--- src/rtl/mem_arb_pkg.sv ---
// Shared types and helpers for the memory port arbiter.
// Used by mem_port_arbiter and rr_pick.
package mem_arb_pkg;

  typedef enum logic [1:0] {
    IDLE  = 2'd0,
    ISSUE = 2'd1,
    WAIT  = 2'd2,
    ACK   = 2'd3
  } arbState_t;

  // Read latency counter; READ_LAT is at most 15.
  localparam int CNT_W = 4;

  // Widest flattened request bus the slicer accepts (8 x 32 bits).
  localparam int BUS_MAX = 256;

  // Pull slice idx of width w out of a zero-padded flattened bus.
  function automatic logic [31:0] busSlice(
    input logic [BUS_MAX-1:0] bus,
    input int                 idx,
    input int                 w
  );
    busSlice = 32'(bus >> (idx * w));
  endfunction

endpackage

--- src/rtl/mem_port_arbiter_rr_pick.sv ---
// Combinational round-robin picker: first set request at or
// after ptr, wrapping, reported as one-hot grant plus index.
module rr_pick #(
  parameter int N  = 2,
  parameter int IW = 1
) (
  input  logic [N-1:0]  reqVec,
  input  logic [IW-1:0] ptr,
  output logic [N-1:0]  gnt,
  output logic [IW-1:0] idx,
  output logic          any
);

  // Scan N positions starting at ptr; first hit wins.
  always_comb begin
    int j;
    gnt = '0;
    idx = '0;
    any = 1'b0;
    j   = 0;
    for (int k = 0; k < N; k++) begin
      j = int'(ptr) + k;
      if (j >= N) j = j - N;
      if (!any && reqVec[j]) begin
        any    = 1'b1;
        gnt[j] = 1'b1;
        idx    = IW'(j);
      end
    end
  end

endmodule

--- src/rtl/mem_port_arbiter.sv ---
// Round-robin arbiter sharing one single-ported memory.
// Optional MEM_ARB_LOCK_EN adds Lock for atomic RMW pairs.
module mem_port_arbiter
  import mem_arb_pkg::*;
#(
  parameter int NUM_REQ  = 2,
  parameter int AW       = 16,
  parameter int DW       = 16,
  parameter int READ_LAT = 1
) (
  input  logic                  clk,
  input  logic                  rst_n,
  input  logic [NUM_REQ-1:0]    Req,
  input  logic [NUM_REQ-1:0]    Wr,
`ifdef MEM_ARB_LOCK_EN
  input  logic [NUM_REQ-1:0]    Lock,
`endif
  input  logic [NUM_REQ*AW-1:0] ReqAddr,
  input  logic [NUM_REQ*DW-1:0] ReqWData,
  output logic [NUM_REQ-1:0]    Ack,
  output logic [DW-1:0]         RData,
  output logic [NUM_REQ-1:0]    Grant,
  output logic                  Busy,
  output logic [AW-1:0]         Address,
  output logic [DW-1:0]         WriteData,
  output logic                  WriteEnable,
  input  logic [DW-1:0]         ReadData
);

  localparam int IW = $clog2(NUM_REQ);
  localparam logic [IW-1:0] LAST = IW'(NUM_REQ - 1);

  arbState_t          state;
  logic [IW-1:0]      ptr;
  logic [IW-1:0]      gIdx;
  logic [IW-1:0]      nextPtr;
  logic               gWr;
  logic [CNT_W-1:0]   cnt;
  logic [NUM_REQ-1:0] pickGnt;
  logic [IW-1:0]      pickIdx;
  logic               pickAny;
  logic [NUM_REQ-1:0] winGnt;
  logic [IW-1:0]      winIdx;
  logic               winAny;
  logic [BUS_MAX-1:0] addrBus;
  logic [BUS_MAX-1:0] dataBus;
  logic [AW-1:0]      winAddr;
  logic [DW-1:0]      winData;

  rr_pick #(
    .N  (NUM_REQ),
    .IW (IW)
  ) uPick (
    .reqVec (Req),
    .ptr    (ptr),
    .gnt    (pickGnt),
    .idx    (pickIdx),
    .any    (pickAny)
  );

  assign nextPtr = (gIdx == LAST) ? '0 : gIdx + 1'b1;

`ifdef MEM_ARB_LOCK_EN
  logic locked;
  logic lockHit;

  // A held lock forces the previous owner if it still requests.
  assign lockHit = locked & Req[gIdx];
  assign winIdx  = lockHit ? gIdx : pickIdx;
  assign winGnt  = lockHit ? (NUM_REQ'(1) << gIdx) : pickGnt;
  assign winAny  = lockHit | pickAny;
`else
  assign winIdx = pickIdx;
  assign winGnt = pickGnt;
  assign winAny = pickAny;
`endif

  assign addrBus = BUS_MAX'(ReqAddr);
  assign dataBus = BUS_MAX'(ReqWData);
  assign winAddr = AW'(busSlice(addrBus, int'(winIdx), AW));
  assign winData = DW'(busSlice(dataBus, int'(winIdx), DW));

  // Transaction FSM with all memory and handshake outputs registered.
  always_ff @(posedge clk or negedge rst_n) begin
    if (!rst_n) begin
      state       <= IDLE;
      ptr         <= '0;
      gIdx        <= '0;
      gWr         <= 1'b0;
      cnt         <= '0;
      Ack         <= '0;
      RData       <= '0;
      Grant       <= '0;
      Busy        <= 1'b0;
      Address     <= '0;
      WriteData   <= '0;
      WriteEnable <= 1'b0;
`ifdef MEM_ARB_LOCK_EN
      locked      <= 1'b0;
`endif
    end else begin
      Ack <= '0;
      unique case (state)
        IDLE: begin
`ifdef MEM_ARB_LOCK_EN
          locked <= 1'b0;
`endif
          if (winAny) begin
            gIdx        <= winIdx;
            gWr         <= Wr[winIdx];
            Address     <= winAddr;
            WriteData   <= winData;
            WriteEnable <= Wr[winIdx];
            Grant       <= winGnt;
            Busy        <= 1'b1;
            state       <= ISSUE;
          end
        end
        ISSUE: begin
          WriteEnable <= 1'b0;
          if (gWr) begin
            Ack   <= Grant;
            state <= ACK;
          end else begin
            cnt   <= CNT_W'(READ_LAT);
            state <= WAIT;
          end
        end
        WAIT: begin
          if (cnt == CNT_W'(1)) begin
            RData <= ReadData;
            Ack   <= Grant;
            state <= ACK;
          end else begin
            cnt <= cnt - 1'b1;
          end
        end
        ACK: begin
          Grant <= '0;
          Busy  <= 1'b0;
          state <= IDLE;
`ifdef MEM_ARB_LOCK_EN
          if (Lock[gIdx]) locked <= 1'b1;
          else            ptr    <= nextPtr;
`else
          ptr <= nextPtr;
`endif
        end
        default: state <= IDLE;
      endcase
    end
  end

endmodule

--- config.mk ---
export PLATFORM = sky130hd
export DESIGN_NAME = mem_port_arbiter
export DESIGN_NICKNAME = d
export VERILOG_FILES = /design/src/rtl/mem_arb_pkg.sv /design/src/rtl/mem_port_arbiter_rr_pick.sv /design/src/rtl/mem_port_arbiter.sv
export SDC_FILE = /design/constraint.sdc
export NUM_CORES = 1
export LEC_CHECK = 0
export CAP_MARGIN = 30
export CELL_PAD_IN_SITES_DETAIL_PLACEMENT = 1
export CELL_PAD_IN_SITES_GLOBAL_PLACEMENT = 1
export CORE_ASPECT_RATIO = 0.9
export CORE_MARGIN = 4
export CORE_UTILIZATION = 27
export DETAILED_ROUTE_END_ITERATION = 12
export PLACE_DENSITY_LB_ADDON = 0.25
export SETUP_SLACK_MARGIN = 0.2
export SKIP_CTS_REPAIR_TIMING = 1
export SLEW_MARGIN = 20
export SYNTH_ARGS = -nofsm -noshare
export SYNTH_HDL_FRONTEND = slang
export SYNTH_SLANG_ARGS = --single-unit
--- constraint.sdc ---
create_clock -name clk -period 1.6 [get_ports clk]
set_clock_uncertainty 0.1 [all_clocks]
set_input_delay 0.32 -clock clk [delete_from_list [all_inputs] [get_ports clk]]
set_output_delay 0.32 -clock clk [all_outputs]
set_load 0.005 [all_outputs]
# Yosys cells after proc, flatten, opt, wreduce, memory -nomap -nowiden
# Index checks and enable logic that the tools add are counted.
[classes]
n_eq_ne = 8
shifts = 2
bitwise = 1
n_mux = 37
n_addsub = 5
n_reduce_logical = 14
order_cmp = 7
[op_table]
columns = ["op", "n"]
rows = [
  ["32-bit by 1-bit greater-or-equal comparator with 1-bit output, second input constant", 2],
  ["32-bit by 3-bit less-than comparator with 1-bit output, second input constant", 2],
  ["32-bit 2-to-1 mux", 2],
  ["32-bit by 5-bit right shift with 16-bit output", 2],
  ["32-bit by 3-bit greater-or-equal comparator with 1-bit output, second input constant", 1],
  ["32-bit by 3-bit subtractor with 32-bit output, second input constant", 1],
  ["1-bit 2-to-1 mux", 18],
  ["2-bit 2-to-1 mux", 7],
  ["2-bit AND reduction", 5],
  ["4-bit 2-to-1 mux", 2],
  ["2-bit inequality test, second input constant", 4],
  ["2-bit one-hot mux with 2 select lines", 2],
  ["2-bit one-hot mux with 4 select lines", 1],
  ["4-bit one-hot mux with 2 select lines", 1],
  ["2-bit nonzero test", 3],
  ["2-bit == test, second input constant", 2],
  ["4-bit by 1-bit == test with 1-bit output, second input constant", 1],
  ["1-bit one-hot mux with 2 select lines", 2],
  ["4-bit by 1-bit subtractor with 4-bit output, second input constant", 1],
  ["1-bit logical AND", 3],
  ["3-bit AND reduction", 1],
  ["1-bit by 2-bit subtractor with 3-bit output, second input constant", 1],
  ["1-bit by 1-bit adder with 2-bit output, second input constant", 1],
  ["1-bit demux with 1-bit select", 2],
  ["7 further kinds", 7],
]
[word_totals]
out_inout_bits = 54
regBits = 63
input_bits = 86

# Logic depth before layout (Yosys ltp)
[logic_depth]
word_depth = 13
ltp_mapped = 8
depth_no_buf = 6

# Hierarchy
# Synthesis repeated with hierarchy kept, for this count alone.
[unflattened]
cells_unflattened = 255
area_unflattened_um2 = 2901.5
[by_module_without_submodules]
columns = ["module", "area_per_inst_um2", "cells_each", "instances"]
rows = [
  ["mem_port_arbiter", 2869.0, 250, 1],
  ["rr_pick", 32.5, 5, 1],
]

# Worst setup path before layout
# OpenSTA, ideal clock, no wires.
[synth_path]
path_type = "flip-flop to flip-flop"
start = "reg state[0]"
end = "reg RData[0]"
n_path_buf = 2
path_stages_with_launch = 7
path_slack_ns = -0.210
arrival_ns = 1.585
required_ns = 1.375
period_less_slack_ns = 1.810
cell_sequence = "dfrtp_1 inv_1 ha_1 and4bb_1 buf_6 buf_4 mux2_2"
[synth_between]
elab_chain_cells = 2
[synth_rtl]
columns = ["element", "line", "rtl"]
rows = [
  ["from (decl)", "mem_port_arbiter.sv:33", "arbState_t state;"],
  ["from (signal assigned)", "mem_port_arbiter.sv:86", "state <= IDLE;"],
  ["from (signal assigned)", "mem_port_arbiter.sv:116", "state <= ISSUE;"],
  ["from (signal assigned)", "mem_port_arbiter.sv:123", "state <= ACK;"],
  ["2-bit == test", "mem_port_arbiter.sv:103", "unique case (state)"],
  ["2-bit AND reduction (no source line)", "--", ""],
  ["to (signal assigned)", "mem_port_arbiter.sv:131", "RData <= ReadData;"],
  ["to (decl)", "mem_port_arbiter.sv:21", "output logic [DW-1:0] RData,"],
]
# Every way passes these cells.
# A chain may end at the register's enable or synchronous reset.

# Final worst setup path
[layout_path]
start = "reg cnt[1]"
end = "reg state[0]"
[layout_between]
elab_chain_cells = 3
[layout_rtl]
columns = ["element", "line", "rtl"]
rows = [
  ["from (decl)", "mem_port_arbiter.sv:38", "logic [CNT_W-1:0] cnt;"],
  ["from (signal assigned)", "mem_port_arbiter.sv:125", "cnt <= CNT_W'(READ_LAT);"],
  ["from (signal assigned)", "mem_port_arbiter.sv:135", "cnt <= cnt - 1'b1;"],
  ["4-bit by 1-bit == test with 1-bit output", "mem_port_arbiter.sv:130", "if (cnt == CNT_W'(1)) begin"],
  ["2-bit inequality test (no source line)", "--", ""],
  ["2-bit AND reduction (no source line)", "--", ""],
  ["to (signal assigned)", "mem_port_arbiter.sv:126", "state <= WAIT;"],
  ["to (signal assigned)", "mem_port_arbiter.sv:133", "state <= ACK;"],
  ["to (signal assigned)", "mem_port_arbiter.sv:141", "state <= IDLE;"],
]
# Every way passes these cells.

==> reports/qor.yml <==
power.density_nw_per_um2: 1760
max_stage_delay_ns: 0.39
cts_clock_pin_slew_for_the_worst_setup_and_hold_paths_ns: 0.06
drv_slew: 0
die_h_um: 106
global_route.usage.total_pct: 14.3
finalInstanceArea_um2: 5270
drt_pre_antenna_iters: 4
synthesis.yosys.warnings: 0
cap_viol_max_count: 0
final_core_utilization_pct: 51.2
cpMaxStageDelayCell: "sky130_fd_sc_hd__dfrtp_1"
synth_fp_nets: 342
multi_input_gate_area_um2: 1320
layout_min_cycle_time_ns: 1.71
yosysUniqueCellTypes: 30
placed_cells_incl_taps: 530
design.final.nets: 515
timing.critical_path.max_delay_family: "simple AND/OR/NAND/NOR gates"
reg2reg_slack_ns: -0.11
htree_num_levels: 3
critical_path.cell_chain: "inv_2, ha_4, or3b_4, a22oi_2, and4b_1, a21oi_1"
ir_drop_mv: 0.735
first_global_vias: 2644
area_growth_syn_to_layout_pct: 84.4
post-route-period-util_pct: 107
tritoncts.num_buffers: 9
cts_buffer_depth: 2
placement_rows: 35
timing.critical_path.required_ns: 1.71
timing.final.hold_violations: 0
antennaDiodeCount: 0
detail_route.wirelength.met1_mm: 3.87
placed_area_um2: 4640
via_count: 2517
post_synth.cell_area_avg_um2: 11.5
f_max_mhz: 584
timing.critical_path.fanout_max: 4
worst_setup_path_end_kind: "flip-flop"
clkLatencyLatePin_ns: 0.32
io_pins: 140
routed_wirelength_mm: 9.31
slew_headroom_pct: 77.0
worst-endpoint-arrival_ns: 1.82
routed_via_density: 4.54
start_util_pct: 27.8
antenna_found_initial: 0
fin_hold_ws_ns: 0.351
global_route_wire_length_before_repair_mm: 13.7
critical_path.startpoint_type: "flip-flop"
sequential_cell_area_um2: 1580
grt_start_max_net_pins: 64
synthCells: 249
hpwl_after_detailed_placement_mm: 6.78
wl_met3_um: 520
synth-seq-area-share_pct: 55.2
die_w_um: 116
fraction_of_final_layout_cells_sized_beyond_drive_strength_1_pct: 20.9
num-fill-cells: 1093
crit_type: "reg -> reg"
failing_checks: "setup timing"
pre_cts_slack_ns: -0.279
die_area_um2: 12300
drt_drc_violations_left: 0
buffers_inverters_on_critical_path: 1
p_leak_nw: 2.91
top_layer: "met4"
cts.sinks: 63
outcome: "finished with violations"
detailedRoute.firstIterationViolations: 73
cts_tree: "built"
slack_of_the_critical_path_ns: -0.111
avgRoutedWirePerCell_um: 16.8
detail-route-antenna-nets: 0
synth-seq-cells: 63
setup_repair_after_global_routing_missed_its_margin: "yes"
fp.coreArea_um2: 10300
setup_viol: 21
place_congestion: 0.752
non_filler_instance_count_after_layout: 555
cts.root.buffer_cell: "sky130_fd_sc_hd__clkbuf_16"
timing_worst_slew_pin_value_ns: 0.336
met2_wirelength_mm: 4.80
io_buffers: 139
residual_overflow_from_global_routing: 0
mappedNetlistArea_um2: 2860
hp-class: "reg -> reg"
placed cells by master, fill, tap and decap left out, drive strengths merged:
master	instances
dlymetal6s2s	55
o31ai	2
nand2	39
nor4	1
a32o	3
nand2b	3
a22oi	1
a21oi	3
dfrtp	63
a22o	3
nand3	2
inv	5
o21ai	41
dlygate4sd3	1
and4b	1
nor2	3
or3b	1
and3	3
clkinv	3
clkdlybuf4s50	83
mux2i	34
buf	34
mux2	16
and4bb	1
ha	7
clkbuf	13
nor2b	1
clkinvlp	1
nand3b	2
and3b	1
cells by family after synthesis:
| family | after synthesis | share of synthesized area [%] |
|---|---|---|
| simple gates | 58 | 9.68 |
| mux | 50 | 18.2 |
| fa+ha+maj | 7 | 3.07 |
| flops | 63 | 55.2 |
| compound gates | 53 | 10.6 |
| buf+inv | 18 | 3.24 |
worst register-to-register path: cells and delay by family, from the launching register on:
kind            cells  cell delay, ns
fa+ha+maj           1            0.13
simple gates        2            0.60
buf+inv             1            0.09
flops               1            0.39
compound gates      2            0.30
power breakdown:
part | internal, mW | switching, mW | total, mW | leakage [nW]
clock | 1.07 | 0.674 | 1.75 | 0.131
sequential | 2.38 | 0.406 | 2.78 | 0.770
combinational | 2.80 | 1.94 | 4.73 | 2.01
flip-flops by register name, indices dropped and copies added, names as in the netlist, 2 cells and up:
name / flops
Address: 16
RData: 16
WriteData: 16
cnt: 4
Ack: 2
Grant: 2
state: 2
stage by stage:
stage          power (mW)  setup TNS (ns)
6_report             9.26           -1.00
5_1_grt              9.94           -2.68
4_1_cts              9.00           -3.31
3_5_place_dp         7.19          -10.07
3_3_place_gp         6.97           -6.26
2_1_floorplan        4.81          -0.692
per-layer routing:
metal / up-vias / global-route usage, %
li1: 1220 / -
met1: 1214 / 16.9
met2: 73 / 24.9
met3: 10 / 3.50
met4: 0 / 4.89
met5: - / 0
synthesized netlist by cell type:
cell type                  count  area [um^2]
sky130_fd_sc_hd__a21oi_1       2         10.0
sky130_fd_sc_hd__a21oi_2       1         8.76
sky130_fd_sc_hd__a22o_1        3         26.3
sky130_fd_sc_hd__a22oi_1       1         7.51
sky130_fd_sc_hd__a32o_1        3         30.0
sky130_fd_sc_hd__and3_1        3         18.8
sky130_fd_sc_hd__and3b_2       1         10.0
sky130_fd_sc_hd__and4b_1       1         10.0
sky130_fd_sc_hd__and4bb_1      1         12.5
sky130_fd_sc_hd__buf_2         2         10.0
sky130_fd_sc_hd__buf_4         4         30.0
sky130_fd_sc_hd__buf_6         1         11.3
sky130_fd_sc_hd__clkbuf_1      6         22.5
sky130_fd_sc_hd__dfrtp_1      63         1580
sky130_fd_sc_hd__ha_1          7         87.6
sky130_fd_sc_hd__inv_1         5         18.8
sky130_fd_sc_hd__mux2_2       16          180
sky130_fd_sc_hd__mux2i_1      34          340
sky130_fd_sc_hd__nand2_1      38          143
sky130_fd_sc_hd__nand2_2       1         6.26
sky130_fd_sc_hd__nand2b_1      3         18.8
sky130_fd_sc_hd__nand3_1       2         10.0
sky130_fd_sc_hd__nand3b_1      2         15.0
sky130_fd_sc_hd__nor2_1        3         11.3
sky130_fd_sc_hd__nor2b_1       1         6.26
sky130_fd_sc_hd__nor4_1        1         6.26
sky130_fd_sc_hd__o21ai_0      34          170
sky130_fd_sc_hd__o21ai_1       7         35.0
sky130_fd_sc_hd__o31ai_1       2         15.0
sky130_fd_sc_hd__or3b_1        1         8.76
worst paths after layout:
path,start,end,cells after the start
max,cnt[1],state[0],6
min,gIdx,ptr,1
max reg2reg,cnt[1],state[0],6
min reg2reg,gIdx,ptr,1
max in group asynchronous,rst_n,state[1],3
min in group asynchronous,rst_n,Address[12],3
area by class of cell:
class	instances	share of cell area, %
Clock buffer	11	4.61
Sequential cell	63	30.0
Inverter	5	0.356
Multi-Input combinational cell	168	25.1
Clock inverter	4	0.428
Timing Repair Buffer	175	36.5
Tap cell	129	3.06
No activity file was read; power rests on OpenSTA's default activity.
